[config.mk]
export PLATFORM = sky130hd
export DESIGN_NAME = reg_scoreboard_flat
export DESIGN_NICKNAME = d
export VERILOG_FILES = /design/src/rtl/reg_scoreboard_pkg.sv /design/src/rtl/reg_scoreboard_if.sv /design/src/rtl/reg_scoreboard_counter.sv /design/src/rtl/reg_scoreboard.sv /design/src/flat_wrapper.sv
export SDC_FILE = /design/constraint.sdc
export NUM_CORES = 1
export LEC_CHECK = 0
export ABC_AREA = 1
export BUFFER_PORTS_ARGS = -buffer_cell sky130_fd_sc_hd__buf_4
export CAP_MARGIN = 10
export CORE_ASPECT_RATIO = 1.2
export CORE_MARGIN = 2
export CORE_UTILIZATION = 40
export CTS_CLUSTER_DIAMETER = 80
export DETAILED_ROUTE_END_ITERATION = 16
export PLACE_DENSITY_LB_ADDON = 0.3
export SLEW_MARGIN = 25
export SYNTH_ARGS = -nofsm -noshare
export SYNTH_HDL_FRONTEND = slang
export SYNTH_SLANG_ARGS = --single-unit
[constraint.sdc]
create_clock -name CLK -period 8.9 [get_ports CLK]
set_input_delay 0.89 -clock CLK [delete_from_list [all_inputs] [get_ports CLK]]
set_output_delay 0.89 -clock CLK [all_outputs]
set_load 0.05 [all_outputs]
[src/rtl/reg_scoreboard_pkg.sv]
// Shared definitions for the issue-stage register scoreboard and the
// register file read port that uses the same rs/rt packing.
package reg_scoreboard_pkg;

    localparam int REG_IDX_W = 5;
    localparam int NUM_REGS  = 32;
    localparam logic [REG_IDX_W-1:0] REG_ZERO = 5'd0;

    // Field positions inside the packed {rs, rt} read-port word.
    localparam int RS_HI = 9;
    localparam int RS_LO = 5;
    localparam int RT_HI = 4;
    localparam int RT_LO = 0;

    function automatic logic [REG_IDX_W-1:0] get_rs(input logic [2*REG_IDX_W-1:0] rs_rt);
        return rs_rt[RS_HI:RS_LO];
    endfunction

    function automatic logic [REG_IDX_W-1:0] get_rt(input logic [2*REG_IDX_W-1:0] rs_rt);
        return rs_rt[RT_HI:RT_LO];
    endfunction

endpackage

[src/rtl/reg_scoreboard_if.sv]
// Decode/writeback/kill signals seen by the scoreboard.
// Issue handshake: an instruction is issued (fires) in the cycle where
// issue_valid && issue_ready at posedge CLK; issue_ready never depends on
// issue_valid, and decode holds the instruction stable while stalled.
interface reg_scoreboard_if #(
    parameter int MAX_INFLIGHT = 4
);
    import reg_scoreboard_pkg::*;

    localparam int INFL_W = $clog2(MAX_INFLIGHT + 1);

    logic                     issue_valid;
    logic [2*REG_IDX_W-1:0]   issue_rs_rt;
    logic                     issue_uses_rs;
    logic                     issue_uses_rt;
    logic [REG_IDX_W-1:0]     issue_rwd;
    logic                     issue_ready;
    logic                     stall;
    logic                     wb_valid;
    logic [REG_IDX_W-1:0]     wb_rwd;
    logic                     kill_valid;
    logic [REG_IDX_W-1:0]     kill_rwd;
    logic [NUM_REGS-1:0]      busy_mask;
    logic [INFL_W-1:0]        inflight;
    logic                     err;

    modport master (
        output issue_valid, issue_rs_rt, issue_uses_rs, issue_uses_rt, issue_rwd,
        output wb_valid, wb_rwd, kill_valid, kill_rwd,
        input  issue_ready, stall, busy_mask, inflight, err
    );

    modport slave (
        input  issue_valid, issue_rs_rt, issue_uses_rs, issue_uses_rt, issue_rwd,
        input  wb_valid, wb_rwd, kill_valid, kill_rwd,
        output issue_ready, stall, busy_mask, inflight, err
    );

endinterface

[src/rtl/reg_scoreboard_counter.sv]
// Per-register pending-write counter. dec_a is the writeback strobe and
// dec_a_ok its address match for this register; dec_b is the kill hit.
// Decrements never take the count below zero; a rejected one is reported
// on underflow.
module sb_counter #(
    parameter int CNT_W = 2
) (
    input  logic             CLK,
    input  logic             RST_N,
    input  logic             inc,
    input  logic             dec_a,
    input  logic             dec_a_ok,
    input  logic             dec_b,
    output logic [CNT_W-1:0] cnt,
    output logic             nonzero,
    output logic             at_max,
    output logic             underflow
);

    logic a_req;
    logic a_take;
    logic b_take;

    assign nonzero = (cnt != '0);
    assign at_max  = (cnt == {CNT_W{1'b1}});

    // Decide which retires are accepted; kill only takes what writeback left.
    always_comb begin
        a_req     = dec_a && dec_a_ok;
        a_take    = a_req && nonzero;
        b_take    = dec_b && (cnt > CNT_W'(a_take));
        underflow = (a_req && !a_take) || (dec_b && !b_take);
    end

    // Count update: issue adds one, each accepted retire removes one.
    always_ff @(posedge CLK) begin
        if (!RST_N) begin
            cnt <= '0;
        end else begin
            cnt <= cnt + CNT_W'(inc && !at_max) - CNT_W'(a_take) - CNT_W'(b_take);
        end
    end

endmodule

[src/rtl/reg_scoreboard.sv]
// Issue-stage scoreboard: blocks RAW hazards against in-flight writes,
// bounds total in-flight writes and flags retire protocol errors.
module reg_scoreboard
    import reg_scoreboard_pkg::*;
#(
    parameter int CNT_W        = 2,
    parameter int MAX_INFLIGHT = 4,
    parameter int WB_BYPASS    = 1
) (
    input logic              CLK,
    input logic              RST_N,
    reg_scoreboard_if.slave  sb
);

    localparam int INFL_W = $clog2(MAX_INFLIGHT + 1);

    logic [REG_IDX_W-1:0] rs;
    logic [REG_IDX_W-1:0] rt;
    logic [CNT_W-1:0]     cnt [NUM_REGS];
    logic [NUM_REGS-1:0]  nonzero;
    logic [NUM_REGS-1:0]  at_max;
    logic [NUM_REGS-1:0]  underflow;
    logic [NUM_REGS-1:0]  eff_busy;
    logic                 hazard;
    logic                 wb_take;
    logic                 kill_take;
    logic [INFL_W-1:0]    dec_total;
    logic                 room;
    logic                 ready;
    logic                 fire;
    logic [INFL_W-1:0]    inflight_q;
    logic                 err_q;

    assign rs = get_rs(sb.issue_rs_rt);
    assign rt = get_rt(sb.issue_rs_rt);

    // Register 0 is never tracked.
    assign cnt[0]       = '0;
    assign nonzero[0]   = 1'b0;
    assign at_max[0]    = 1'b0;
    assign underflow[0] = 1'b0;

    for (genvar r = 1; r < NUM_REGS; r++) begin : g_cnt
        sb_counter #(.CNT_W(CNT_W)) u_cnt (
            .CLK       (CLK),
            .RST_N     (RST_N),
            .inc       (fire && (sb.issue_rwd == REG_IDX_W'(r))),
            .dec_a     (sb.wb_valid),
            .dec_a_ok  (sb.wb_rwd == REG_IDX_W'(r)),
            .dec_b     (sb.kill_valid && (sb.kill_rwd == REG_IDX_W'(r))),
            .cnt       (cnt[r]),
            .nonzero   (nonzero[r]),
            .at_max    (at_max[r]),
            .underflow (underflow[r])
        );
    end

    // Hazard check, accepted retires and issue acceptance.
    always_comb begin
        eff_busy = nonzero;
        // Last pending write retiring now is visible to decode through the
        // negedge register file write.
        if ((WB_BYPASS != 0) && sb.wb_valid && (cnt[sb.wb_rwd] == CNT_W'(1))) begin
            eff_busy[sb.wb_rwd] = 1'b0;
        end
        hazard = (sb.issue_uses_rs && (rs != REG_ZERO) && eff_busy[rs]) ||
                 (sb.issue_uses_rt && (rt != REG_ZERO) && eff_busy[rt]);
        wb_take   = sb.wb_valid && (sb.wb_rwd != REG_ZERO) && (cnt[sb.wb_rwd] != '0);
        kill_take = sb.kill_valid && (sb.kill_rwd != REG_ZERO) &&
                    (cnt[sb.kill_rwd] > CNT_W'(wb_take && (sb.wb_rwd == sb.kill_rwd)));
        dec_total = INFL_W'(wb_take) + INFL_W'(kill_take);
        room      = (inflight_q - dec_total) < INFL_W'(MAX_INFLIGHT);
        ready     = RST_N && !hazard && room &&
                    !((sb.issue_rwd != REG_ZERO) && at_max[sb.issue_rwd]);
    end

    assign fire           = sb.issue_valid && ready;
    assign sb.issue_ready = ready;
    assign sb.stall       = sb.issue_valid && !ready;
    assign sb.busy_mask   = nonzero;
    assign sb.inflight    = inflight_q;
    assign sb.err         = err_q;

    // Total in-flight accumulator and sticky protocol-error flag.
    always_ff @(posedge CLK) begin
        if (!RST_N) begin
            inflight_q <= '0;
            err_q      <= 1'b0;
        end else begin
            inflight_q <= inflight_q + INFL_W'(fire && (sb.issue_rwd != REG_ZERO)) - dec_total;
            err_q      <= err_q || (|underflow) ||
                          (sb.wb_valid && (sb.wb_rwd == REG_ZERO)) ||
                          (sb.kill_valid && (sb.kill_rwd == REG_ZERO));
        end
    end

endmodule

[src/flat_wrapper.sv]
// flat-port wrapper written by rule: the top's interface ports become plain ports
module reg_scoreboard_flat import reg_scoreboard_pkg::*;
#(
    parameter int CNT_W        = 2,
    parameter int MAX_INFLIGHT = 4,
    parameter int WB_BYPASS    = 1
)
  (CLK, RST_N, sb_issue_valid, sb_issue_rs_rt, sb_issue_uses_rs, sb_issue_uses_rt, sb_issue_rwd, sb_wb_valid, sb_wb_rwd, sb_kill_valid, sb_kill_rwd, sb_issue_ready, sb_stall, sb_busy_mask, sb_inflight, sb_err);
  reg_scoreboard_if #(.MAX_INFLIGHT(MAX_INFLIGHT)) sb_i ();
  input logic CLK;
  input logic RST_N;
  input wire logic [$bits(sb_i.issue_valid)-1:0] sb_issue_valid;
  input wire logic [$bits(sb_i.issue_rs_rt)-1:0] sb_issue_rs_rt;
  input wire logic [$bits(sb_i.issue_uses_rs)-1:0] sb_issue_uses_rs;
  input wire logic [$bits(sb_i.issue_uses_rt)-1:0] sb_issue_uses_rt;
  input wire logic [$bits(sb_i.issue_rwd)-1:0] sb_issue_rwd;
  input wire logic [$bits(sb_i.wb_valid)-1:0] sb_wb_valid;
  input wire logic [$bits(sb_i.wb_rwd)-1:0] sb_wb_rwd;
  input wire logic [$bits(sb_i.kill_valid)-1:0] sb_kill_valid;
  input wire logic [$bits(sb_i.kill_rwd)-1:0] sb_kill_rwd;
  output wire logic [$bits(sb_i.issue_ready)-1:0] sb_issue_ready;
  output wire logic [$bits(sb_i.stall)-1:0] sb_stall;
  output wire logic [$bits(sb_i.busy_mask)-1:0] sb_busy_mask;
  output wire logic [$bits(sb_i.inflight)-1:0] sb_inflight;
  output wire logic [$bits(sb_i.err)-1:0] sb_err;
  assign sb_i.issue_valid = sb_issue_valid;
  assign sb_i.issue_rs_rt = sb_issue_rs_rt;
  assign sb_i.issue_uses_rs = sb_issue_uses_rs;
  assign sb_i.issue_uses_rt = sb_issue_uses_rt;
  assign sb_i.issue_rwd = sb_issue_rwd;
  assign sb_i.wb_valid = sb_wb_valid;
  assign sb_i.wb_rwd = sb_wb_rwd;
  assign sb_i.kill_valid = sb_kill_valid;
  assign sb_i.kill_rwd = sb_kill_rwd;
  assign sb_issue_ready = sb_i.issue_ready;
  assign sb_stall = sb_i.stall;
  assign sb_busy_mask = sb_i.busy_mask;
  assign sb_inflight = sb_i.inflight;
  assign sb_err = sb_i.err;
  reg_scoreboard #(.CNT_W(CNT_W), .MAX_INFLIGHT(MAX_INFLIGHT), .WB_BYPASS(WB_BYPASS)) u_core (.CLK(CLK), .RST_N(RST_N), .sb(sb_i));
endmodule
==> flow_summary_export.csv <==
group,metric,value,unit
place,placed_cells,1726,
sta,maxSlewViolCount,0,
cts,cts_setup_buffers,0,
cells_and_area,drive_gt1_share,7.08,%
synthesis,ys_types,47,
cells_and_area,fin_area,0.00960,mm²
sta,rsz0062_at_grt,"no",
worst_setup_path,critPathKind,"input port to primary output",
cells_and_area,register_area,0.00132,mm²
cts,root_buffer,"clkbuf_16",
global_routing,grt_pass1_vias,9615,
global_routing,grt_pass1_wl,57000,µm
sta,worst_slew_pin_slew,0.929,ns
drt,wl_per_cell,21.4,µm
worst_setup_path,cp.required,8.01,ns
pwr,power_switching,0.334,mW
pwr,p_sw_share,33.7,%
global_routing,antenna_found_initial,1,
cts,path_clk_slew,0.06,ns
drt,ant_nets,0,
global_routing,grt_max_degree,51,
min_path,min_path_type,"register to register",
cells_and_area,syn2layout_area_growth,9.24,%
floorplan,coreArea,0.0216,mm²
floorplan,start_util,40.6,%
cells_and_area,final_nets,1595,
cells_and_area,fin_cells,1743,
cts,cts_hold_buffers,0,
pwr,pwr-share-seq,31.2,%
sta,skew,0.00895,ns
drt,wl,37400,µm
place,io_buffers,68,
sta,min_period,6.87,ns
floorplan,io_pins,70,
cells_and_area,multiInputGateArea,0.00607,mm²
synthesis,yosysWarningCount,0,
synthesis,netlist.area_leader.share,15.0,%
worst_setup_path,critical_path_arrival,5.98,ns
drt,first_iter_violations,932,
global_routing,grtUsageTotal,32.2,%
synthesis,syn_nets,1589,
synthesis,synth_top_area_cell,"dfxtp_1",
sta,finalHoldViolCount,0,
drt,drc_errors,0,
drt,drtPass1Iterations,6,
worst_setup_path,start_kind,"input port",
pwr,p_comb_share,24.6,%
pwr,p_leak,4.86,nW
place,hpwl,30900,µm
cts,insertion_delay,0.35,ns
pwr,intPower,0.657,mW
worst_setup_path,path_max_fanout,32,
drt,vias,9869,
cts,cts_sinks,66,
synthesis,synth_enable_flop_cells,0,
sta,setup_tns,0,ns
floorplan,die_y,166,µm
synthesis,ys.flop_type,"dfxtp_1",
synthesis,synth-seq-cells,66,
cts,cts_resized,0,
sta,min_period_over_period,77.2,%
cts,htreeDepth,3,
place,gp_congestion,1.03,
place,placed_area,0.00925,mm²
cells_and_area,fill_cells,2370,
cells_and_area,post-route-util,44.4,%
cts,cts_made_buffers,9,
cts,clock_path_buffers,2,
worst_setup_path,critPathCaptureType,"primary output",
synthesis,synthCells,1457,
synthesis,synthesis.area,0.00879,mm²
global_routing,overflow,0,
sta,slew_headroom,37.9,%
sta,finalSetupViolations,0,
cts,cts_tree,"built",
synthesis,ys_seq_area_share,15.0,%
floorplan,num_rows,59,
synthesis,synth.area.top_cells,"dfxtp_1 (15%), nand2_1 (11%), inv_1 (11%), nor2_1 (10%), ha_1 (9.5%)",
floorplan,dieArea,0.0232,mm²
drt,vias_per_cell,5.66,
pwr,ir_worst_vdd,0.0000883,V
floorplan,fp.dieW,139,µm
sta,max_freq,145,MHz
pwr,power-per-cell-area,103,mW/mm²
pwr,pwr-share-clk,44.3,%
synthesis,synthArstFlopShare,0,%
synthesis,avgSynthCellArea,6.03,µm²
outcome,status,"finished clean",
job,drv_cap,0,
synth_stat cells, drive strengths merged (2+ instances only):
cell       n
clkbuf    27
a2111oi    4
nand3b     5
dfxtp     66
nor3      18
o221ai     5
clkinv     3
o22ai     28
nand3    150
nand4      6
o2111ai    6
or2        7
a211oi     2
o21bai     2
xnor2     10
o41ai      3
nand2    269
nor2     246
buf       51
ha        67
fa        33
nor4      17
a21oi     61
a22oi      4
a31oi      3
xor2      32
o211ai     6
o21ai     57
inv      255
a221oi     4
a32o       2
power groups by stage:
stage          sequential [mW]  combinational (mW)  clock, mW
6_report                 0.309               0.244      0.439
5_1_grt                  0.309               0.261      0.457
4_1_cts                  0.309               0.240      0.443
3_5_place_dp             0.315               0.237          0
3_3_place_gp             0.315               0.237          0
2_1_floorplan            0.333               0.131          0
worst max-delay path: stages:
cell	delay, ns
buf_4	0.21
inv_2	0.36
nand2_1	0.30
nor2_1	0.16
nor2_1	0.05
nand2_1	0.06
nand2_1	0.05
nand2_1	0.06
nor2_1	0.06
nor2_4	0.55
a21oi_1	0.08
nor2_1	0.21
nor4b_1	0.26
ha_1	0.27
o22ai_1	0.18
a31oi_1	0.06
nor3_1	0.15
ha_1	0.26
ha_1	0.23
fa_1	0.40
nand2_1	0.08
o211ai_1	0.09
a31oi_1	0.26
nand2_1	0.22
nor2_1	0.20
nor2_1	0.06
buf_4	0.18
layer usage:
metal / vias up / part of all wire (%) / track usage, %
li1: 4653 / - / -
met1: 4588 / 39 / 38.9
met2: 511 / 46 / 53.2
met3: 117 / 8.5 / 5.84
met4: 0 / 6.3 / 18.9
met5: - / 0 / 0
cell families (layout without fill, tap and decap cells):
group / Yosys count / after routing / synth area share, %
other: 1 / 2 / 0.0427
XOR/XNOR: 42 / 42 / 4.18
adder cells (fa/ha/maj): 100 / 100 / 17.0
AND/OR/NAND/NOR: 720 / 720 / 34.6
AO/OA/AOI/OAI: 192 / 192 / 13.0
flip-flops: 66 / 66 / 15.0
buffers and inverters: 336 / 347 / 16.1
stage by stage:
step           setup slack, ns  hold WS (ns)  power [mW]
5_1_grt                   1.54         0.535        1.03
3_3_place_gp              2.05         0.490       0.552
3_5_place_dp              1.84         0.479       0.552
4_1_cts                   2.08         0.498       0.991
2_1_floorplan             2.65         0.455       0.464
6_report                  2.03         0.507       0.991
registers in the layout, indices dropped and copies added (netlist names):
signal,cells
u_core.g_cnt.u_cnt.cnt,62
u_core.sb.err,1
u_core.sb.inflight,3
worst paths after layout:
check / from / end / slack [ns] / cells past startpoint
worst min-delay path: u_core.sb.inflight[2] / u_core.sb.inflight[2] / 0.51 / 1
worst max register to register: u_core.g_cnt[4].u_cnt.cnt[0] / u_core.sb.inflight[2] / 2.76 / 29
worst max-delay path: sb_wb_rwd[0] / sb_stall / 2.03 / 27
worst min register to register: u_core.sb.inflight[2] / u_core.sb.inflight[2] / 0.51 / 1
layout make-up:
cell class,instances,share of cell area (%)
clock inverter,4,1.02
antenna,1,0.0261
timing repair buffer,73,5.71
clock buffer,12,2.67
tap,274,3.57
inverter,258,10.1
multi-input combinational,1055,63.2
sequential,66,13.8
placed cells by master (no fill, tap or decap), types with 7 or more instances in the layout:
| master | count |
|---|---|
| nand2_1 | 266 |
| inv_1 | 253 |
| nor2_1 | 244 |
| nand3_1 | 150 |
| buf_4 | 73 |
| ha_1 | 67 |
| dfxtp_1 | 66 |
| a21oi_1 | 61 |
| o21ai_0 | 57 |
| fa_1 | 33 |
| xor2_1 | 32 |
| o22ai_1 | 28 |
| nor3_1 | 18 |
| nor4_1 | 17 |
| xnor2_1 | 10 |
| clkbuf_16 | 9 |
| or2_2 | 7 |
Power figures use the tool's default switching activity.
